**config.mk**
```make
export PLATFORM = sky130hd
export DESIGN_NAME = vu_level_meter
export DESIGN_NICKNAME = d
export VERILOG_FILES = /design/src/rtl/vu_level_meter.sv
export SDC_FILE = /design/constraint.sdc
export NUM_CORES = 1
export LEC_CHECK = 0
export BUFFER_PORTS_ARGS = -buffer_cell sky130_fd_sc_hd__buf_4
export CAP_MARGIN = 40
export CORE_MARGIN = 3
export CORE_UTILIZATION = 42
export CTS_CLUSTER_SIZE = 28
export DETAILED_ROUTE_END_ITERATION = 10
export PLACE_DENSITY = 0.64
export SETUP_SLACK_MARGIN = 0.02
export SYNTH_ARGS = -nofsm -noshare
export SYNTH_HDL_FRONTEND = slang
export SYNTH_SLANG_ARGS = --single-unit
```
**constraint.sdc**
```tcl
create_clock -name i_clk -period 4.16 [get_ports i_clk]
set_clock_uncertainty 0.05 [all_clocks]
set_input_delay 0.832 -clock i_clk [delete_from_list [all_inputs] [get_ports i_clk]]
set_output_delay 0.832 -clock i_clk [all_outputs]
set_load 0.01 [all_outputs]
```
**src/rtl/vu_level_meter.sv**
```systemverilog
// Peak-tracking VU meter: converts signed PCM peaks to a lit-LED count once per frame and
// strobes the strip controller. Optional peak hold is built when VU_PEAK_HOLD_EN is defined.
module vu_level_meter #(
  parameter int SAMPLE_W     = 16,
  parameter int LEDS         = 20,
  parameter int ADDR         = 8,
  parameter int FRAME_CYCLES = 800000,
  parameter int DECAY_SHIFT  = 3,
  parameter int HOLD_FRAMES  = 30
) (
  input  logic                       i_clk,
  input  logic                       i_rst_n,
  input  logic                       i_sample_valid,
  input  logic signed [SAMPLE_W-1:0] i_sample,
  input  logic                       i_rdy,
  output logic [ADDR-1:0]            o_value,
  output logic                       o_send
);

  localparam int MAG_W  = SAMPLE_W - 1;
  localparam int CNT_W  = (FRAME_CYCLES > 1) ? $clog2(FRAME_CYCLES) : 1;
  localparam int PROD_W = SAMPLE_W + ADDR;

  typedef enum logic {IDLE, WAIT_RDY} state_t;

  logic [MAG_W-1:0]  mag, mag_valid, decayed;
  logic [MAG_W-1:0]  peak_q, peak_d, snap_q, snap_d;
  logic [CNT_W-1:0]  cnt_q, cnt_d;
  logic              tick, load_q, sent_q, send;
  logic [PROD_W-1:0] prod, scaled;
  logic [ADDR-1:0]   level, value_q, value_d;
  state_t            state_q, state_d;

  // Negating only the low bits yields |x| for every negative input except the minimum.
  always_comb begin
    if (!i_sample[SAMPLE_W-1])
      mag = i_sample[MAG_W-1:0];
    else if (i_sample[MAG_W-1:0] == '0)
      mag = '1;
    else
      mag = MAG_W'(~i_sample[MAG_W-1:0] + 1'b1);
  end

  assign mag_valid = i_sample_valid ? mag : '0;
  assign tick      = (cnt_q == CNT_W'(FRAME_CYCLES - 1));
  assign cnt_d     = tick ? '0 : cnt_q + 1'b1;
  assign decayed   = peak_q - (peak_q >> DECAY_SHIFT);

  always_comb begin
    peak_d = peak_q;
    snap_d = snap_q;
    if (tick) begin
      snap_d = (mag_valid > peak_q) ? mag_valid : peak_q;
      peak_d = (mag_valid > decayed) ? mag_valid : decayed;
    end else if (mag_valid > peak_q) begin
      peak_d = mag_valid;
    end
  end

  assign prod   = PROD_W'(snap_q) * PROD_W'(LEDS + 1);
  assign scaled = prod >> MAG_W;
  assign level  = (scaled > PROD_W'(LEDS)) ? ADDR'(LEDS) : scaled[ADDR-1:0];

`ifdef VU_PEAK_HOLD_EN
  localparam int HC_W = (HOLD_FRAMES > 0) ? $clog2(HOLD_FRAMES + 1) : 1;
  logic [HC_W-1:0] hcnt_q, hcnt_d;

  always_comb begin
    value_d = value_q;
    hcnt_d  = hcnt_q;
    if (load_q) begin
      if (level >= value_q) begin
        value_d = level;
        hcnt_d  = HC_W'(HOLD_FRAMES);
      end else if (hcnt_q != '0) begin
        hcnt_d = hcnt_q - 1'b1;
      end else begin
        value_d = level;
      end
    end
  end

  always_ff @(posedge i_clk or negedge i_rst_n) begin
    if (!i_rst_n) hcnt_q <= '0;
    else          hcnt_q <= hcnt_d;
  end
`else
  assign value_d = load_q ? level : value_q;
`endif

  // A load arriving in the strobe cycle re-arms WAIT_RDY; sent_q keeps strobes apart.
  always_comb begin
    state_d = state_q;
    send    = 1'b0;
    if (state_q == WAIT_RDY && i_rdy && !sent_q) begin
      send    = 1'b1;
      state_d = IDLE;
    end
    if (load_q) state_d = WAIT_RDY;
  end

  always_ff @(posedge i_clk or negedge i_rst_n) begin
    if (!i_rst_n) begin
      cnt_q   <= '0;
      peak_q  <= '0;
      snap_q  <= '0;
      load_q  <= 1'b0;
      sent_q  <= 1'b0;
      value_q <= '0;
      state_q <= IDLE;
    end else begin
      cnt_q   <= cnt_d;
      peak_q  <= peak_d;
      snap_q  <= snap_d;
      load_q  <= tick;
      sent_q  <= send;
      value_q <= value_d;
      state_q <= state_d;
    end
  end

  assign o_value = value_q;
  assign o_send  = send;

endmodule

```
==> results of run 1 <==
[kinds of logic (layout without fill, tap and decap cells)]
logic type,count (synthesis),count (layout),share of synthesized area
muxes,22,22,0.0406
DFF,58,58,0.255
buffers and inverters,106,249,0.0757
and+or+nand+nor,160,161,0.150
other,1,3,0.000658
adders and majority gates,99,99,0.230
xor gates and xnor gates,36,36,0.0553
AOI/OAI and AO/OA,153,153,0.192
[registers in the layout, summed over array words and instances (netlist names)]
| register | cells |
|---|---|
| o_value | 5 |
| sent_q | 1 |
| peak_q | 15 |
| cnt_q | 20 |
| load_q | 1 |
| state_q | 1 |
| snap_q | 15 |
[how the worst min path moves through the flow]
stage | from | end | slack (ps) | cells past startpoint
after floorplan | cnt_q[6] | cnt_q[6] | 390 | 1
after global placement | cnt_q[4] | cnt_q[4] | 400 | 1
after detailed placement | cnt_q[4] | cnt_q[4] | 410 | 1
after CTS | cnt_q[4] | cnt_q[4] | 420 | 1
after global routing | cnt_q[4] | cnt_q[4] | 430 | 1
final | cnt_q[4] | cnt_q[4] | 420 | 1
[Yosys cell counts, types with 3 or more instances]
| cell | count |
|---|---|
| and2_1 | 7 |
| nor2b_1 | 5 |
| xnor2_1 | 24 |
| o31ai_1 | 5 |
| nor3_1 | 11 |
| fa_1 | 10 |
| nand2b_1 | 3 |
| or3_1 | 5 |
| dfrtp_1 | 58 |
| o21a_1 | 13 |
| buf_4 | 4 |
| o211ai_1 | 4 |
| nand3b_1 | 3 |
| and3_1 | 9 |
| nand3_1 | 18 |
| ha_1 | 89 |
| mux2i_1 | 19 |
| a21oi_1 | 24 |
| a222oi_1 | 12 |
| a21o_1 | 12 |
| buf_2 | 3 |
| o41ai_1 | 5 |
| a211oi_1 | 4 |
| nand4_1 | 9 |
| o311ai_0 | 3 |
| clkbuf_1 | 12 |
| or2_2 | 3 |
| a221oi_1 | 3 |
| nand2_1 | 41 |
| a31oi_1 | 6 |
| nor2_1 | 25 |
| o21ai_0 | 37 |
| xor2_1 | 12 |
| inv_1 | 85 |
| a21boi_0 | 6 |
| or4_1 | 6 |
[power groups by stage]
stage | Sequential (W) | Clock [W] | Combinational (W)
floorplan | 0.000709 | 0 | 0.00162
global placement | 0.000705 | 0 | 0.00259
detailed placement | 0.000708 | 0 | 0.00267
CTS | 0.000700 | 0.000872 | 0.00287
global route | 0.000712 | 0.000899 | 0.00346
finish | 0.000705 | 0.000864 | 0.00318
[repair_timing]
action	CTS	global route
gates cloned	2	1
hold buffers	0	0
setup buffers	6	12
endpoints found under the hold margin	0	0
endpoints found under the setup margin	29	31
pin swaps	23	28
gates resized for setup	31	39
[layout make-up]
cell class | instances | area [um^2]
fillers | 1103 | 5270
multi-input cells | 474 | 4080
flip-flops and latches | 58 | 1450
repair buffers | 148 | 1230
inverters | 85 | 337
clock buffers | 9 | 225
well taps | 172 | 215
clock inverters | 7 | 116
[worst max-delay path, stage by stage]
cell	delay, ps
buf_8	100
clkinv_4	40
ha_4	120
or4b_4	450
or2_4	270
or3_4	380
nor3b_4	310
buf_6	170
o21a_1	150
buf_4	150
ha_2	190
a21oi_4	70
buf_4	130
buf_4	130
a2111oi_4	410
o211ai_4	150
buf_6	150
buf_12	130
and2_4	200
a222oi_1	310
[routing by layer]
layer | part of all wire | track usage
met1 | 0.45 | 0.286
met2 | 0.48 | 0.362
met3 | 0.054 | 0.0392
met4 | 0.023 | 0.0609
met5 | 0 | 0
[through the flow]
stage / util / setup slack [ps] / area, um^2
final: 0.593 / -562 / 7660
after global routing: 0.593 / -793 / 7660
after CTS: 0.573 / -471 / 7400
after detailed placement: 0.529 / -980 / 6840
after global placement: 0.529 / -813 / 6840
after floorplan: - / -751 / 5770
==> results.md, run 1 <==
* Max VDD drop at around 620 uV
* First-pass GRT wire length at between 20 and 30 mm
* Per-cell routed wire length at between 15 and 20 um
* Slew headroom at 0.492
* Sequential fraction of the synthesis area at 0.255
* Clock power share at 0.182
* Failing checks: negative setup slack
* Outcome: finished, violations left
* Overall Global Routing Usage at 0.216
* Initial antenna violation count at 0
* Number of buffers created by CTS at 9
* Worst Reg-to-Reg Cells at 21
* Commonest non-fill, non-tap cell in the layout: buf_4
* Post-synth ARST share at 1.00
* Slew Limit Fails at 0
* Mean Syn Cell Area at about 9 um^2
* Pin count of the biggest net entering global routing at 59
* CTS max path bufs at 2
* Grt ovf at 0
* Die area at ~0.015 mm^2
* Largest area contributor in the netlist: dfrtp_1
* Setup TNS at -13,080 ps
* Leak at 3.90 nW
* Power share of the combinational group at 0.670
* Final worst path period share at 1.14
* Most frequent cells in the layout: buf_4, ha_1, inv_1
* Endpoints failing hold at 0
* Switching Fraction at 0.412
* Placed cell count at a little over 900
* Seq pwr share at 0.148
* Routed Antenna Nets at 0
* DR DRC count at 0
* Critical Path AT at just under 5000 ps
* Gate count of the mapped netlist at 635
* RSZ-0062 raised after global routing: true
* CP endpoint kind: flop
* Max cap viols at 0
* Post-Route WL at ~16 mm
* Setup violators final at 29
* TritonCTS clock tree: done
* Total power at 0.00475 W
* RR Startpoint: peak_q[0]
* Final worst setup slack at -562 ps
* Starting Density at 0.441
* Vias at 5,242
* Reg-to-Reg End: peak_q[11]
* Cell Area, Synth at ~0.0057 mm^2
* GP Congestion at roughly 0.9
* Worst Setup EP: peak_q[11]
* Slew @ Worst Pin at approximately 760 ps
* Setup crit start: i_sample[0]
* HP Class: reg2reg
* R2R setup slack at -520 ps
* Ant. Diodes at 0
* Cell Count, Final, Fillers Out at approximately 950
* Sw Pwr at approximately 0.0020 W
* Clock-pin slew on the worst setup and hold paths at ~50 ps
* Post-synth EDFFs at 0
* Die height at between 100 and 150 um
* Synth Flop Type: dfrtp_1
* Synth-to-Final Area Change at 34.4%
* Fmax at approximately 210 MHz
* Nets at approximately 900
* Yosys top cell area share at 0.255
* Clk root buf: clkbuf_16
* Htree depth at 3
* Power per cell area at around 620 mW/mm^2
* Worst EP required at about 4300 ps
* Synthesis warning total at 0
* Share of post-route cells with drive strength above 1 at 0.284
* First DRT Iteration DRCs at roughly 420
* # rows at 41
* Core Box Area at 0.0129 mm^2
* CTS Sinks at 58
* Die X at between 100 and 150 um
* Pint at roughly 0.0028 W
* Synth cell types at 65
* Post-route minimum period at roughly 4700 ps
* Largest cells by area after synthesis: dfrtp_1, ha_1, inv_1, xnor2_1, fa_1
* Critical path class: in2reg
* I/O Buffers at 25
* Latest clock arrival within the worst-skew pair at ~340 ps
* Dpl hpwl at ~12 mm
* Vias per cell at ~5.5
* Io pins at 29
* CP max FO at 7
* Pre-antenna DRT Iters at 5
* Seq cells post-synth at 58
* Crit start category: input port
* Hold WS at 417 ps
* Vias in the first global route at 5,274
Power figures use the tool's default switching activity.
==> run 2: changes to the inputs <==
--- a/config.mk
+++ b/config.mk
@@ -9,9 +9,8 @@
 export CAP_MARGIN = 40
 export CORE_MARGIN = 3
 export CORE_UTILIZATION = 42
-export CTS_CLUSTER_SIZE = 28
 export DETAILED_ROUTE_END_ITERATION = 10
-export PLACE_DENSITY = 0.64
+export PLACE_DENSITY = 0.62
 export SETUP_SLACK_MARGIN = 0.02
 export SYNTH_ARGS = -nofsm -noshare
 export SYNTH_HDL_FRONTEND = slang
==> constraint.sdc (replaced) <==
create_clock -name i_clk -period 5.83 [get_ports i_clk]
set_clock_uncertainty 0.05 [all_clocks]
set_input_delay 1.166 -clock i_clk [delete_from_list [all_inputs] [get_ports i_clk]]
set_output_delay 1.166 -clock i_clk [all_outputs]
set_load 0.01 [all_outputs]
==> run 2 against run 1 <==
The flow now finishes without violations. Non-clock buffer count is 113 lower. Sequential share of layout area is 3.7 points higher. Sequential power is 24% lower. Routed wire length is 14% lower. Clock-buffer cell count stayed put. Hold slack better by 1.2 ps. Critical path type unchanged. Largest cell class unchanged. Largest power group unchanged.
==> results.md, run 2 (same netlist as run 1, synthesis figures left out) <==
* Outcome: completed
* Latest clock arrival within the worst-skew pair at 340 ps (about the same)
* Core Box Area at 0.0129 mm^2 (unchanged)
* Commonest non-fill, non-tap cell in the layout: ha_1
* Placed cell count at 823 (-10%)
* CP endpoint kind: flop
* DR DRC count at 0 (unchanged)
* HP Class: reg2reg
* GR Util met2 at 0.312 (-0.0502)
* Setup TNS at 0 ps (+13,080 ps)
* Max VDD drop at 362 uV (-41%)
* R2R setup slack at 550 ps (+1070 ps)
* I/O Buffers at 25 (unchanged)
* CP max FO at 9 (+2)
* Most frequent cells in the layout: ha_1, inv_1, dfrtp_1
* Nets at 781 (-13%)
* Met1 usage at 0.259 (-0.0267)
* Setup crit start: i_sample[0]
* Final worst path period share at 0.943
* Power per cell area at 410 mW/mm^2 (-34%)
* Dpl hpwl at 10.6 mm (-10%)
* Critical path class: in2reg
* Met3 GRT Util at 0.0359 (-0.00323)
* Clock-pin slew on the worst setup and hold paths at 60 ps (about the same)
* First DRT Iteration DRCs at 369 (-12%)
* Endpoints failing hold at 0 (unchanged)
* Vias at 4,772 (-9.0%)
* Worst Reg-to-Reg Cells at 19 (-9.5%)
* Area of the multi-input gates at 0.00383 mm^2 (-6.3%)
* Vias per cell at 5.69 (+3.4%)
* Post-Route WL at 13.6 mm (-14%)
* RR Startpoint: peak_q[3]
* Die X at 123 um (unchanged)
* Post-CTS sizing at 0 (-100%)
* Overall Global Routing Usage at 0.191 (-0.0253)
* GRT Max-Usage Layer: met2
* TritonCTS clock tree: done
* Max cap viols at 0 (unchanged)
* # rows at 41 (unchanged)
* Storage element area at 0.00145 mm^2 (unchanged)
* Io pins at 29 (unchanged)
* Most flop-heavy register: cnt_q
* Share of post-route cells with drive strength above 1 at 0.0990 (-0.185)
* Pin count of the biggest net entering global routing at 59 (unchanged)
* GP Congestion at 0.891 (-1.1%)
* Post-route minimum period at approximately 5500 ps
* Initial antenna violation count at 0 (unchanged)
* Worst EP required at 5990 ps (+1680 ps)
* Worst Setup EP: peak_q[1]
* Fillcell total at 1,241 (+13%)
* Slew @ Worst Pin at 781 ps (+18.7 ps)
* Cell Count, Final, Fillers Out at 839 (-12%)
* Ant. Diodes at 0 (unchanged)
* Setup violators final at 0 (-100%)
* Grt ovf at 0 (unchanged)
* Biggest regs: cnt_q (20), peak_q (15), snap_q (15)
* Reg-to-Reg End: peak_q[1]
* Pre-antenna DRT Iters at 5 (unchanged)
* Post-route cell area at 0.00640 mm^2 (-16%)
* Leak at 3.27 nW (-16%)
* Vias in the first global route at 4,653 (-12%)
* RSZ-0062 raised after global routing: false
* Max reg flops at 20 (unchanged)
* Critical Path AT at 5650 ps (+780 ps)
* Clk root buf: clkbuf_16
* Slew Limit Fails at 0 (unchanged)
* Die height at 123 um (unchanged)
* First-pass GRT wire length at 22.9 mm (-11%)
* Die area at 0.0150 mm^2 (unchanged)
* Slew headroom at 0.479 (-0.0125)
* Placed Area at 0.00607 mm^2 (-11%)
* Hold_buf cts at 0 (unchanged)
* CTS Sinks at 58 (unchanged)
* Fmax at ~180 MHz
* Per-cell routed wire length at 16.2 um (-2.0%)
* Htree depth at 3 (unchanged)
* Crit start category: input port
* Total power at 0.00262 W (-45%)
* Synth-to-Final Area Change at 12.3%
* Number of buffers created by CTS at 9 (unchanged)
* CTS max path bufs at 2 (unchanged)
* Starting Density at 0.441 (unchanged)
* Post-CTS setup buffer count at 0 (-6)
* Routed Antenna Nets at 0 (unchanged)
[run 2: worst min-delay path by stage]
stage	startpoint	endpoint	slack, ps	depth (start not counted)
2_1_floorplan	cnt_q[6]	cnt_q[6]	390	1
3_3_place_gp	cnt_q[6]	cnt_q[6]	400	1
3_5_place_dp	cnt_q[4]	cnt_q[4]	420	1
4_1_cts	cnt_q[4]	cnt_q[4]	420	1
5_1_grt	state_q	state_q	450	1
6_report	cnt_q[4]	cnt_q[4]	420	1
[run 2: power by group]
| part | internal (W) | switching [W] | leakage (nW) |
|---|---|---|---|
| clock | 0.000377 | 0.000208 | 0.152 |
| combinational | 0.000623 | 0.000879 | 2.44 |
| sequential | 0.000457 | 0.0000786 | 0.678 |
[run 2: critical path, stage by stage]
cell and delay [ps]:
buf_4 120, inv_1 70, ha_1 180, or4b_1 450
or2_2 330, or3_1 390, nor3b_2 370, buf_4 210
o21a_1 280, ha_1 200, nand4_1 130, a21oi_1 140
a211oi_1 70, o21a_1 180, a211oi_1 300, o21a_1 310
nor2_1 140, buf_4 210, a222oi_1 410
[run 2: through the flow]
step / util / hold WS (ps) / setup WS (ps)
finish: 0.495 / 418 / 333
global route: 0.495 / 449 / 52.7
CTS: 0.495 / 423 / 250
detailed placement: 0.470 / 415 / -90.7
global placement: 0.470 / 404 / 54.0
floorplan: - / 388 / 231
[run 2: cell type report]
| cell class | count | share of cell area |
|---|---|---|
| clock inverter | 7 | 0.0158 |
| multi-input combinational | 473 | 0.598 |
| sequential | 58 | 0.227 |
| clock buffer | 9 | 0.0352 |
| tap | 172 | 0.0336 |
| timing repair buffer | 35 | 0.0410 |
| inverter | 85 | 0.0498 |
[run 2: metal layers]
layer	wire, um	vias up
met4	217	0
met1	6430	2276
li1	-	2350
met2	6320	125
met3	625	21
met5	0	-
